**src/rtl/vvm_pkg.sv**
```systemverilog
`default_nettype none
// =============================================================================
// vvm_pkg : shared widths, channel count and sequencer state encoding
// Rev 1.0
// =============================================================================
package vvm_pkg;

    localparam int W_FTW = 32;
    localparam int N_CH  = 4;

    typedef enum logic [2:0] {
        IDLE       = 3'd0,
        WAIT_FRAME = 3'd1,
        APPLY      = 3'd2,
        SETTLE     = 3'd3,
        HOLD       = 3'd4
    } state_e;

endpackage
`default_nettype wire

```
**src/rtl/vvm_frame_counter.sv**
```systemverilog
`default_nettype none
// =============================================================================
// vvm_frame_counter : loadable down-counter of frame strobes with expiry flag
// Rev 1.0
// =============================================================================
module vvm_frame_counter
    import vvm_pkg::*;
#(
    parameter int W = 4
) (
    input  logic         clk_i,
    input  logic         rst_n_i,
    input  logic         load_i,
    input  logic [W-1:0] load_val_i,
    input  logic         count_i,
    output logic         expire_o
);

    logic [W-1:0] count_q;

    // Expiry flags the strobe that consumes the last remaining frame.
    assign expire_o = count_i && (count_q == W'(1));

    always_ff @(posedge clk_i or negedge rst_n_i) begin
        if (!rst_n_i) begin
            count_q <= '0;
        end else if (load_i) begin
            count_q <= load_val_i;
        end else if (count_i && (count_q != '0)) begin
            count_q <= count_q - W'(1);
        end
    end

endmodule
`default_nettype wire

```
**src/rtl/vvm_ftw_sequencer.sv**
```systemverilog
`default_nettype none
// =============================================================================
// vvm_ftw_sequencer : frame-aligned atomic FTW apply, settle gating and sweep
// Rev 1.0
// =============================================================================
module vvm_ftw_sequencer
    import vvm_pkg::*;
#(
    parameter int W_FTW    = vvm_pkg::W_FTW,
    parameter int W_PTS    = 16,
    parameter int W_SETTLE = 4
) (
    input  logic                sample_clk_i,
    input  logic                sample_rst_n_i,
    input  logic                wr_en_i,
    input  logic [1:0]          wr_addr_i,
    input  logic [W_FTW-1:0]    wr_data_i,
    input  logic                commit_i,
    input  logic                abort_i,
    input  logic                sweep_en_i,
    input  logic [W_FTW-1:0]    ftw_step_i,
    input  logic [W_PTS-1:0]    sweep_points_i,
    input  logic [W_SETTLE-1:0] settle_frames_i,
    input  logic                frame_strobe_i,
    output logic [W_FTW-1:0]    ftws_0_o,
    output logic [W_FTW-1:0]    ftws_1_o,
    output logic [W_FTW-1:0]    ftws_2_o,
    output logic [W_FTW-1:0]    ftws_3_o,
    output logic                update_ftw_o,
    output logic                busy_o,
    output logic                meas_valid_o,
    output logic [W_PTS-1:0]    point_idx_o,
    output logic                sweep_done_o,
    output logic                commit_err_o
);

    state_e                state_q, state_d;
    logic [W_FTW-1:0]      shadow_q [N_CH];
    logic [W_FTW-1:0]      ftws_q   [N_CH];
    logic [W_FTW-1:0]      ftws_d   [N_CH];
    logic [W_FTW-1:0]      ftws_step_w [N_CH];
    logic                  update_q, update_d;
    logic                  busy_q, busy_d;
    logic                  meas_q, meas_d;
    logic [W_PTS-1:0]      pidx_q, pidx_d;
    logic                  done_q, done_d;
    logic                  err_q, err_d;
    logic                  sweep_q, sweep_d;
    logic [W_FTW-1:0]      step_q, step_d;
    logic [W_SETTLE-1:0]   settle_q, settle_d;
    logic [W_PTS-1:0]      npts_q, npts_d;
    logic                  cnt_load, cnt_en, cnt_expire;
    logic                  finish;
    logic                  last_point;

    genvar gi;
    generate
        for (gi = 0; gi < N_CH; gi++) begin : g_step
            assign ftws_step_w[gi] = ftws_q[gi] + step_q;
        end
    endgenerate

    assign last_point = !sweep_q || (pidx_q == (npts_q - W_PTS'(1)));

    vvm_frame_counter #(
        .W (W_SETTLE)
    ) u_settle_cnt (
        .clk_i      (sample_clk_i),
        .rst_n_i    (sample_rst_n_i),
        .load_i     (cnt_load),
        .load_val_i (settle_q),
        .count_i    (cnt_en),
        .expire_o   (cnt_expire)
    );

    always_comb begin
        state_d  = state_q;
        ftws_d   = ftws_q;
        update_d = 1'b0;
        busy_d   = busy_q;
        meas_d   = meas_q;
        pidx_d   = pidx_q;
        done_d   = 1'b0;
        err_d    = 1'b0;
        sweep_d  = sweep_q;
        step_d   = step_q;
        settle_d = settle_q;
        npts_d   = npts_q;
        cnt_load = 1'b0;
        cnt_en   = 1'b0;
        finish   = 1'b0;

        case (state_q)
            IDLE: begin
                if (commit_i && !abort_i) begin
                    state_d  = WAIT_FRAME;
                    busy_d   = 1'b1;
                    meas_d   = 1'b0;
                    pidx_d   = '0;
                    sweep_d  = sweep_en_i;
                    step_d   = ftw_step_i;
                    settle_d = settle_frames_i;
                    npts_d   = (sweep_points_i == '0) ? W_PTS'(1) : sweep_points_i;
                end
            end
            WAIT_FRAME: begin
                // Shadow is read before this cycle's write lands, so a coincident write is excluded.
                if (frame_strobe_i) begin
                    state_d  = APPLY;
                    ftws_d   = shadow_q;
                    update_d = 1'b1;
                end
            end
            APPLY: begin
                cnt_load = 1'b1;
                if (settle_q == '0) begin
                    finish = 1'b1;
                end else begin
                    state_d = SETTLE;
                end
            end
            SETTLE: begin
                cnt_en = frame_strobe_i;
                if (cnt_expire) begin
                    finish = 1'b1;
                end
            end
            HOLD: begin
                if (frame_strobe_i) begin
                    state_d  = APPLY;
                    ftws_d   = ftws_step_w;
                    update_d = 1'b1;
                    meas_d   = 1'b0;
                    pidx_d   = pidx_q + W_PTS'(1);
                end
            end
            default: state_d = IDLE;
        endcase

        if (finish) begin
            meas_d = 1'b1;
            if (last_point) begin
                state_d = IDLE;
                busy_d  = 1'b0;
                done_d  = 1'b1;
            end else begin
                state_d = HOLD;
            end
        end

        if (state_q != IDLE) begin
            if (abort_i) begin
                state_d  = IDLE;
                busy_d   = 1'b0;
                meas_d   = 1'b0;
                ftws_d   = ftws_q;
                pidx_d   = pidx_q;
                update_d = 1'b0;
                done_d   = 1'b0;
            end else if (commit_i) begin
                err_d = 1'b1;
            end
        end
    end

    always_ff @(posedge sample_clk_i or negedge sample_rst_n_i) begin
        if (!sample_rst_n_i) begin
            state_q  <= IDLE;
            ftws_q   <= '{default: '0};
            update_q <= 1'b0;
            busy_q   <= 1'b0;
            meas_q   <= 1'b0;
            pidx_q   <= '0;
            done_q   <= 1'b0;
            err_q    <= 1'b0;
            sweep_q  <= 1'b0;
            step_q   <= '0;
            settle_q <= '0;
            npts_q   <= '0;
        end else begin
            state_q  <= state_d;
            ftws_q   <= ftws_d;
            update_q <= update_d;
            busy_q   <= busy_d;
            meas_q   <= meas_d;
            pidx_q   <= pidx_d;
            done_q   <= done_d;
            err_q    <= err_d;
            sweep_q  <= sweep_d;
            step_q   <= step_d;
            settle_q <= settle_d;
            npts_q   <= npts_d;
        end
    end

    always_ff @(posedge sample_clk_i or negedge sample_rst_n_i) begin
        if (!sample_rst_n_i) begin
            shadow_q <= '{default: '0};
        end else if (wr_en_i) begin
            shadow_q[wr_addr_i] <= wr_data_i;
        end
    end

    assign ftws_0_o     = ftws_q[0];
    assign ftws_1_o     = ftws_q[1];
    assign ftws_2_o     = ftws_q[2];
    assign ftws_3_o     = ftws_q[3];
    assign update_ftw_o = update_q;
    assign busy_o       = busy_q;
    assign meas_valid_o = meas_q;
    assign point_idx_o  = pidx_q;
    assign sweep_done_o = done_q;
    assign commit_err_o = err_q;

endmodule
`default_nettype wire

```
**config.mk**
```make
export PLATFORM = sky130hd
export DESIGN_NAME = vvm_ftw_sequencer
export DESIGN_NICKNAME = d
export VERILOG_FILES = /design/src/rtl/vvm_pkg.sv /design/src/rtl/vvm_frame_counter.sv /design/src/rtl/vvm_ftw_sequencer.sv
export SDC_FILE = /design/constraint.sdc
export NUM_CORES = 1
export LEC_CHECK = 0
export CAP_MARGIN = 30
export CORE_ASPECT_RATIO = 1.75
export CORE_UTILIZATION = 55
export DETAILED_ROUTE_END_ITERATION = 6
export PLACE_DENSITY = 0.9
export SLEW_MARGIN = 20
export SYNTH_ARGS = -nofsm -noshare
export SYNTH_HDL_FRONTEND = slang
export SYNTH_SLANG_ARGS = --single-unit
```
**constraint.sdc**
```tcl
create_clock -name sample_clk_i -period 3.5 [get_ports sample_clk_i]
set_clock_uncertainty 0.1 [all_clocks]
set_input_delay 1.05 -clock sample_clk_i [delete_from_list [all_inputs] [get_ports sample_clk_i]]
set_output_delay 1.05 -clock sample_clk_i [all_outputs]
set_load 0.005 [all_outputs]
```
==> results of run 1 <==
metrics by stage:
step,instances,TNS [ps],area [sq um],power [uW]
finish,2937,0,25000,23300
global route,2937,-25.3,25000,24600
CTS,2934,0,24900,22900
detailed placement,2870,-356,23600,18600
global placement,2870,-199,23600,18100
floorplan,2154,0,20000,13700
repair_timing:
action / CTS / global route
pin swaps: 3 / 10
cloned: 0 / 0
gates resized for setup: 5 / 26
endpoints found under the setup margin: 4 / 24
buffers inserted: 3 / 3
cell type report:
type / instances / area [sq um] / area share [%]
Inverter: 40 / 150 / 0.601
Sequential cell: 337 / 8440 / 33.7
Multi-Input combinational cell: 1683 / 11200 / 44.8
Clock inverter: 12 / 220 / 0.881
Clock buffer: 49 / 1040 / 4.16
Timing Repair Buffer: 346 / 3360 / 13.4
Tap cell: 470 / 588 / 2.35
power by group:
group	switching [uW]	internal (uW)	leakage [uW]	total [uW]
Sequential	1580	5140	0.00411	6720
Clock	1630	2520	0.000623	4160
Combinational	6420	6000	0.00672	12400
Total	9640	13700	0.0115	23300
worst min-delay path by stage:
stage / endpoint / slack [ps] / startpoint / cells past startpoint
after detailed placement: shadow_q[11]$_DFFE_PN0P_ / 390 / shadow_q[11]$_DFFE_PN0P_ / 1
after global routing: ftws_0_o[8]$_DFFE_PN0P_ / 390 / sample_rst_n_i / 1
after CTS: ftws_0_o[12]$_DFFE_PN0P_ / 370 / sample_rst_n_i / 1
final: step_q[8]$_DFFE_PN0P_ / 350 / sample_rst_n_i / 1
after global placement: sweep_q$_DFFE_PN0P_ / 360 / sweep_q$_DFFE_PN0P_ / 2
after floorplan: sweep_q$_DFFE_PN0P_ / 350 / sweep_q$_DFFE_PN0P_ / 2
sequential cells by signal, summed over array words and instances (netlist names):
name	flops
sweep_done_o	1
busy_o	1
ftws_3_o	32
ftws_1_o	32
meas_valid_o	1
u_settle_cnt.count_q	4
state_q	3
sweep_q	1
ftws_0_o	32
npts_q	16
shadow_q	128
step_q	32
update_ftw_o	1
settle_q	4
commit_err_o	1
point_idx_o	16
ftws_2_o	32
cell usage in the layout (no fill, tap or decap), types with 16 or more instances in the layout:
cell type and n:
o21a_1 18, a21oi_1 214, nor2_1 156, nand3_1 33, o21ai_0 154, buf_4 93, xnor2_1 65, a31oi_1 27
mux2_2 131, dfrtp_1 335, ha_1 126, xor2_1 56, inv_1 38, clkdlybuf4s50_1 240, nand2_1 323, nand2b_1 18
nand4_1 16, a21o_1 59, a211oi_1 17, nor3_1 27, and3_1 28, clkbuf_16 37
worst register-to-register path, delay by kind of cell (launching register included):
kind,cells,cell delay [ps]
AND/OR/NAND/NOR,1,380
adder cells (fa/ha/maj),1,330
AO/OA/AOI/OAI,7,1700
flip-flops,1,420
buffers and inverters,1,180
XOR/XNOR,1,140
layer usage:
| layer | part of all wire (%) | wire length (um) |
|---|---|---|
| met1 | 34 | 22300 |
| met2 | 50 | 32600 |
| met3 | 5.9 | 3880 |
| met4 | 10 | 6650 |
| met5 | 0 | 0 |
logic make-up after synthesis:
family                     count (synthesis)  synth area share [%]
AOI/OAI and AO/OA                        606                  18.6
xor gates and xnor gates                 121                  5.30
adders and majority gates                132                  8.41
buffers and inverters                    134                  2.53
DFF                                      337                  42.2
muxes                                    136                  7.63
and+or+nand+nor                          688                  15.4
==> summary.txt, run 1 <==
Place
  – Post-place setup slack: -120 ps
  – Hpwl dp: 47700 um
  – Routability cong.: 1.01
  – Buffers on Ports: 241

Yosys
  – Mapped Nets: 2379
  – Sequential share of the synthesized area: 42.2%
  – Post-synthesis cell type count: 76
  – Main area contributors after synthesis: dfrtp_1 (42%), ha_1 (8.0%), mux2_2 (7.4%)
  – Synth cell count leaders: dfrtp_1 (337), nand2_1 (324), a21oi_1 (218)
  – EDFF count, synth: 0
  – Post-Syn Area: 20000 sq um
  – Syn_area_per_cell: 9.29 sq um
  – YS warnings: 0
  – Count leader, synth: dfrtp_1
  – Yosys top cell by area: dfrtp_1
  – Share of the synthesized area in the top cell type: 42.2%
  – Cells after synthesis: 2154
  – FF+latch count, synth: 337
  – Ys async rst share: 100%
  – Main synth FF type: dfrtp_1

Floorplanning
  – Die height: 254 um
  – Starting Density: 55.7%
  – Die Wd: 146 um
  – FP Rows: 92
  – Die area: 37200 sq um
  – Core Box Area: 35900 sq um
  – Top Ports: 242

Setup path
  – Critical path arrival: 3700 ps
  – Crit path depth: 11
  – Largest fanout on the critical path: 3
  – CP max stage cell: dfrtp_1
  – R2R Setup Slk: 90 ps
  – FF-to-FF Start: ftws_0_o[5]$_DFFE_PN0P_
  – CP endpoint: ftws_0_o[26]$_DFFE_PN0P_
  – Worst Path Buf+Inv: 1
  – Top Family by Delay on Critical Path: compound AO/OA/AOI/OAI gates
  – Kind of critical path: reg -> reg
  – Crit path capture type: flop
  – FF-to-FF End: ftws_0_o[26]$_DFFE_PN0P_
  – Crit path launch type: flop
  – Worst setup startpoint: ftws_0_o[5]$_DFFE_PN0P_
  – Cell breakdown of the critical path: ha_1, a21oi_1, nor3b_2, a211oi_4, o211ai_2, a31oi_4, a311o_2, a311oi_4, buf_4, xor2_1, o21ai_0
  – Worst EP required: 3800 ps
  – Reg2Reg Depth: 11
  – Crit path largest cell delay: 420 ps

Timing
  – Clock period minus worst slack: 3410 ps
  – Final setup fails: 0
  – Hold Violations, Final: 0
  – Relative slew slack: 56.6%
  – Unrepaired setup endpoints after global routing: true
  – Max Freq: 294 MHz
  – Crit share post-route: 97.3%
  – Fin worst setup slack: 93.5 ps
  – Worst slew pin tran: 651 ps
  – WHS: 349 ps
  – Max-slew violations: 0

Routing
  – Detailed Route WL: 65400 um
  – Drt drc: 0
  – Routed len/inst: 22.3 um
  – Iteration-0 DRC count of the detailed router: 1293
  – Via count: 18.3k
  – Detail Route Antenna Nets: 0
  – Vias/cell: 6.24
  – TritonRoute pass-1 iters: 6

Pwr
  – Pwr Density: 932 nW/um^2
  – Peak VDD IR: 0.000587 V
  – Leakage: 0.0115 uW

Layout
  – # fillers: 2690
  – Antenna cell count: 0
  – Layout cell share with drive strength beyond 1: 14.1%
  – P&R area growth vs syn: 25.0%
  – Nets: 2667
  – Post-layout util: 69.6%

Flow run
  – MaxCap Viol Count: 0

CTS
  – CTS clk-pin slew, worst paths: 70 ps
  – H-tree levels: 2
  – CTS Buf Count: 34
  – Worst-skew pair later-pin latency: 550 ps
  – Clock Tree Buf Depth: 3
  – CTS tree: done
  – CTS Sinks: 337
  – CTS Root Cell: clkbuf_16
  – CTS Hold Bufs: 0

Global routing
  – Tot GR Track Use: 35.2%
  – Met2 usage in global routing: 61.8%
  – GRT busiest layer: met2
  – Largest net degree at the start of global routing: 67
  – Number of global-route vias before repair: 18.7k
  – Initial antenna violation count: 0
  – Global route overflow: 0
  – Met1 usage: 36.8%
  – GR Layer Usage met3: 4.87%
  – First-pass GRT wire length: 101000 um

Status
  – Outcome: finished clean

Worst hold path
  – Hold WC Path Type: in -> async
No activity file was read; power rests on OpenSTA's default activity.
==> run 2: changes to the inputs <==
--- a/config.mk
+++ b/config.mk
@@ -10,7 +10,7 @@
 export CORE_UTILIZATION = 55
 export DETAILED_ROUTE_END_ITERATION = 6
 export PLACE_DENSITY = 0.9
-export SLEW_MARGIN = 20
+export SLEW_MARGIN = 5
 export SYNTH_ARGS = -nofsm -noshare
 export SYNTH_HDL_FRONTEND = slang
 export SYNTH_SLANG_ARGS = --single-unit
==> results of run 2 <==
The final DEF is identical to that of run 1; final timing and power are the same.
==> run 3: changes to the inputs <==
--- a/config.mk
+++ b/config.mk
@@ -9,6 +9,7 @@
 export CORE_ASPECT_RATIO = 1.75
 export CORE_UTILIZATION = 55
 export DETAILED_ROUTE_END_ITERATION = 6
+export HOLD_SLACK_MARGIN = 0.06
 export PLACE_DENSITY = 0.9
 export SLEW_MARGIN = 5
 export SYNTH_ARGS = -nofsm -noshare
==> constraint.sdc (replaced) <==
create_clock -name sample_clk_i -period 3.5 [get_ports sample_clk_i]
set_clock_uncertainty 0.1 [all_clocks]
set_input_delay 0.35 -clock sample_clk_i [delete_from_list [all_inputs] [get_ports sample_clk_i]]
set_output_delay 0.35 -clock sample_clk_i [all_outputs]
set_load 0.005 [all_outputs]
==> summary.txt, run 3 (synthesized netlist as in run 1, its figures left out) <==
Floorplanning
  – Die Wd: 146 um
  – Die area: 37200 sq um
  – FP Rows: 92
  – Core Box Area: 35900 sq um
  – Starting Density: 55.7%
  – Die height: 254 um
  – Top Ports: 242

Routing
  – Vias/cell: 6.25
  – Detailed Route WL: 65400 um
  – Detail Route Antenna Nets: 0
  – Iteration-0 DRC count of the detailed router: 1285
  – Via count: 18.3k
  – Drt drc: 0
  – Routed len/inst: 22.4 um
  – TritonRoute pass-1 iters: 5

Layout
  – Largest register by flop count: shadow_q
  – Multi-input logic area: 11300 sq um
  – # fillers: 2675
  – Post-layout util: 69.0%
  – P&R area growth vs syn: 23.8%
  – Antenna cell count: 0
  – Layout cell share with drive strength beyond 1: 13.8%
  – Register area: 8430 sq um
  – Commonest non-fill, non-tap cell in the layout: dfrtp_1
  – Nets: 2655
  – Most frequent cells in the layout: dfrtp_1 (337), nand2_1 (323), clkdlybuf4s50_1 (240)
  – Largest register FFs: 128

Pwr
  – Leakage: 0.0113 uW
  – Tot Pwr: 23000 uW
  – Peak VDD IR: 0.000504 V
  – Pwr Density: 929 nW/um^2

Global routing
  – Initial antenna violation count: 0
  – Met2 usage in global routing: 60.9%
  – Global route overflow: 0
  – Tot GR Track Use: 35.0%
  – GRT busiest layer: met2
  – Number of global-route vias before repair: 18.4k
  – GR Layer Usage met3: 4.99%
  – Largest net degree at the start of global routing: 105
  – First-pass GRT wire length: 100000 um
  – Met1 usage: 37.5%

Timing
  – Max Freq: 288 MHz
  – Relative slew slack: 33.4%
  – Final setup fails: 0
  – Hold Violations, Final: 0
  – Crit share post-route: 99.2%
  – Worst slew pin tran: 997 ps
  – Max-slew violations: 0
  – Unrepaired setup endpoints after global routing: true
  – Clock period minus worst slack: 3470 ps

CTS
  – CTS Root Cell: clkbuf_16
  – CTS clk-pin slew, worst paths: 60 ps
  – H-tree levels: 2
  – CTS Sinks: 337
  – CTS tree: done
  – Clock Tree Buf Depth: 3
  – CTS Buf Count: 35
  – Worst-skew pair later-pin latency: 540 ps

Setup path
  – Worst EP required: 3830 ps
  – Kind of critical path: reg -> reg
  – Crit path capture type: flop
  – Largest fanout on the critical path: 4
  – Critical path arrival: 3800 ps
  – Crit path launch type: flop

Place
  – Buffers on Ports: 241
  – Routability cong.: 0.969
  – Hpwl dp: 46000 um

Worst hold path
  – Hold WC Path Type: in -> reg

Flow run
  – MaxCap Viol Count: 0

Status
  – Outcome: finished clean
## run 3: changes by cell type in the layout (fill, tap and decap cells not counted), moves of 3 or more
cell        delta
bufinv_16      -3
buf_4          -7
o21ai_2        +3
clkinvlp_4     +3
buf_12         -7
## run 3: cell type report
cell class                 count  area share, %
clock buffer                  48           4.11
tap                          470           2.37
sequential                   337           34.0
multi-input combinational   1683           45.4
timing repair buffer         333           12.8
clock inverter                14          0.646
inverter                      40          0.606
## run 3: repair_timing
action / in CTS / in global routing
pin swaps: 2 / 27
buffers inserted: 0 / 6
endpoints found under the setup margin: 3 / 21
hold endpoints to repair: 97 / 0
gates resized for setup: 4 / 31
hold buffers: 1 / 0
## run 3: critical path: stages (launching register included)
cell and delay, ps:
dfrtp_1 410, ha_2 210, inv_2 40, fa_2 410, nor2b_4 140, o21a_4 200, o21bai_4 110, a211oi_4 310
o211ai_2 190, a31oi_4 290, a311o_2 260, a311oi_4 110, buf_12 170, nor3_4 140, nor4_2 60, a311oi_1 230
## run 3: metrics by stage
step / hold WS, ps / cells / instance area [sq um] / TNS, ps / setup WS [ps]
detailed placement: 368 / 2858 / 23400 / -87.3 / -87.3
floorplan: -45.6 / 2154 / 20000 / 0 / 435
finish: 250 / 2925 / 24800 / 0 / 28.8
global placement: 360 / 2858 / 23400 / 0 / 2.20
global route: 261 / 2925 / 24800 / -275 / -66.6
CTS: 236 / 2921 / 24600 / 0 / 11.1
## run 3: layer usage
| layer | wire [um] | vias up |
|---|---|---|
| met1 | 22800 | 8848 |
| met2 | 32500 | 891 |
| li1 | - | 8223 |
| met5 | 0 | - |
| met4 | 6130 | 0 |
| met3 | 4020 | 328 |
## run 3: final timing paths
path,from,to,slack [ps],cells past startpoint
setup / recovery,step_q[0]$_DFFE_PN0P_,ftws_0_o[30]$_DFFE_PN0P_,30,15
hold / removal,ftw_step_i[13],step_q[13]$_DFFE_PN0P_,250,3
max in group asynchronous,sample_rst_n_i,point_idx_o[14]$_DFFE_PN0P_,1940,3
min in group asynchronous,sample_rst_n_i,shadow_q[40]$_DFFE_PN0P_,390,2
setup reg to reg,step_q[0]$_DFFE_PN0P_,ftws_0_o[30]$_DFFE_PN0P_,30,15
hold reg to reg,sweep_q$_DFFE_PN0P_,sweep_q$_DFFE_PN0P_,380,2
## run 3: where the power goes
group	switching, uW	internal [uW]
Sequential	1520	5140
Combinational	6500	5980
Clock	1620	2270
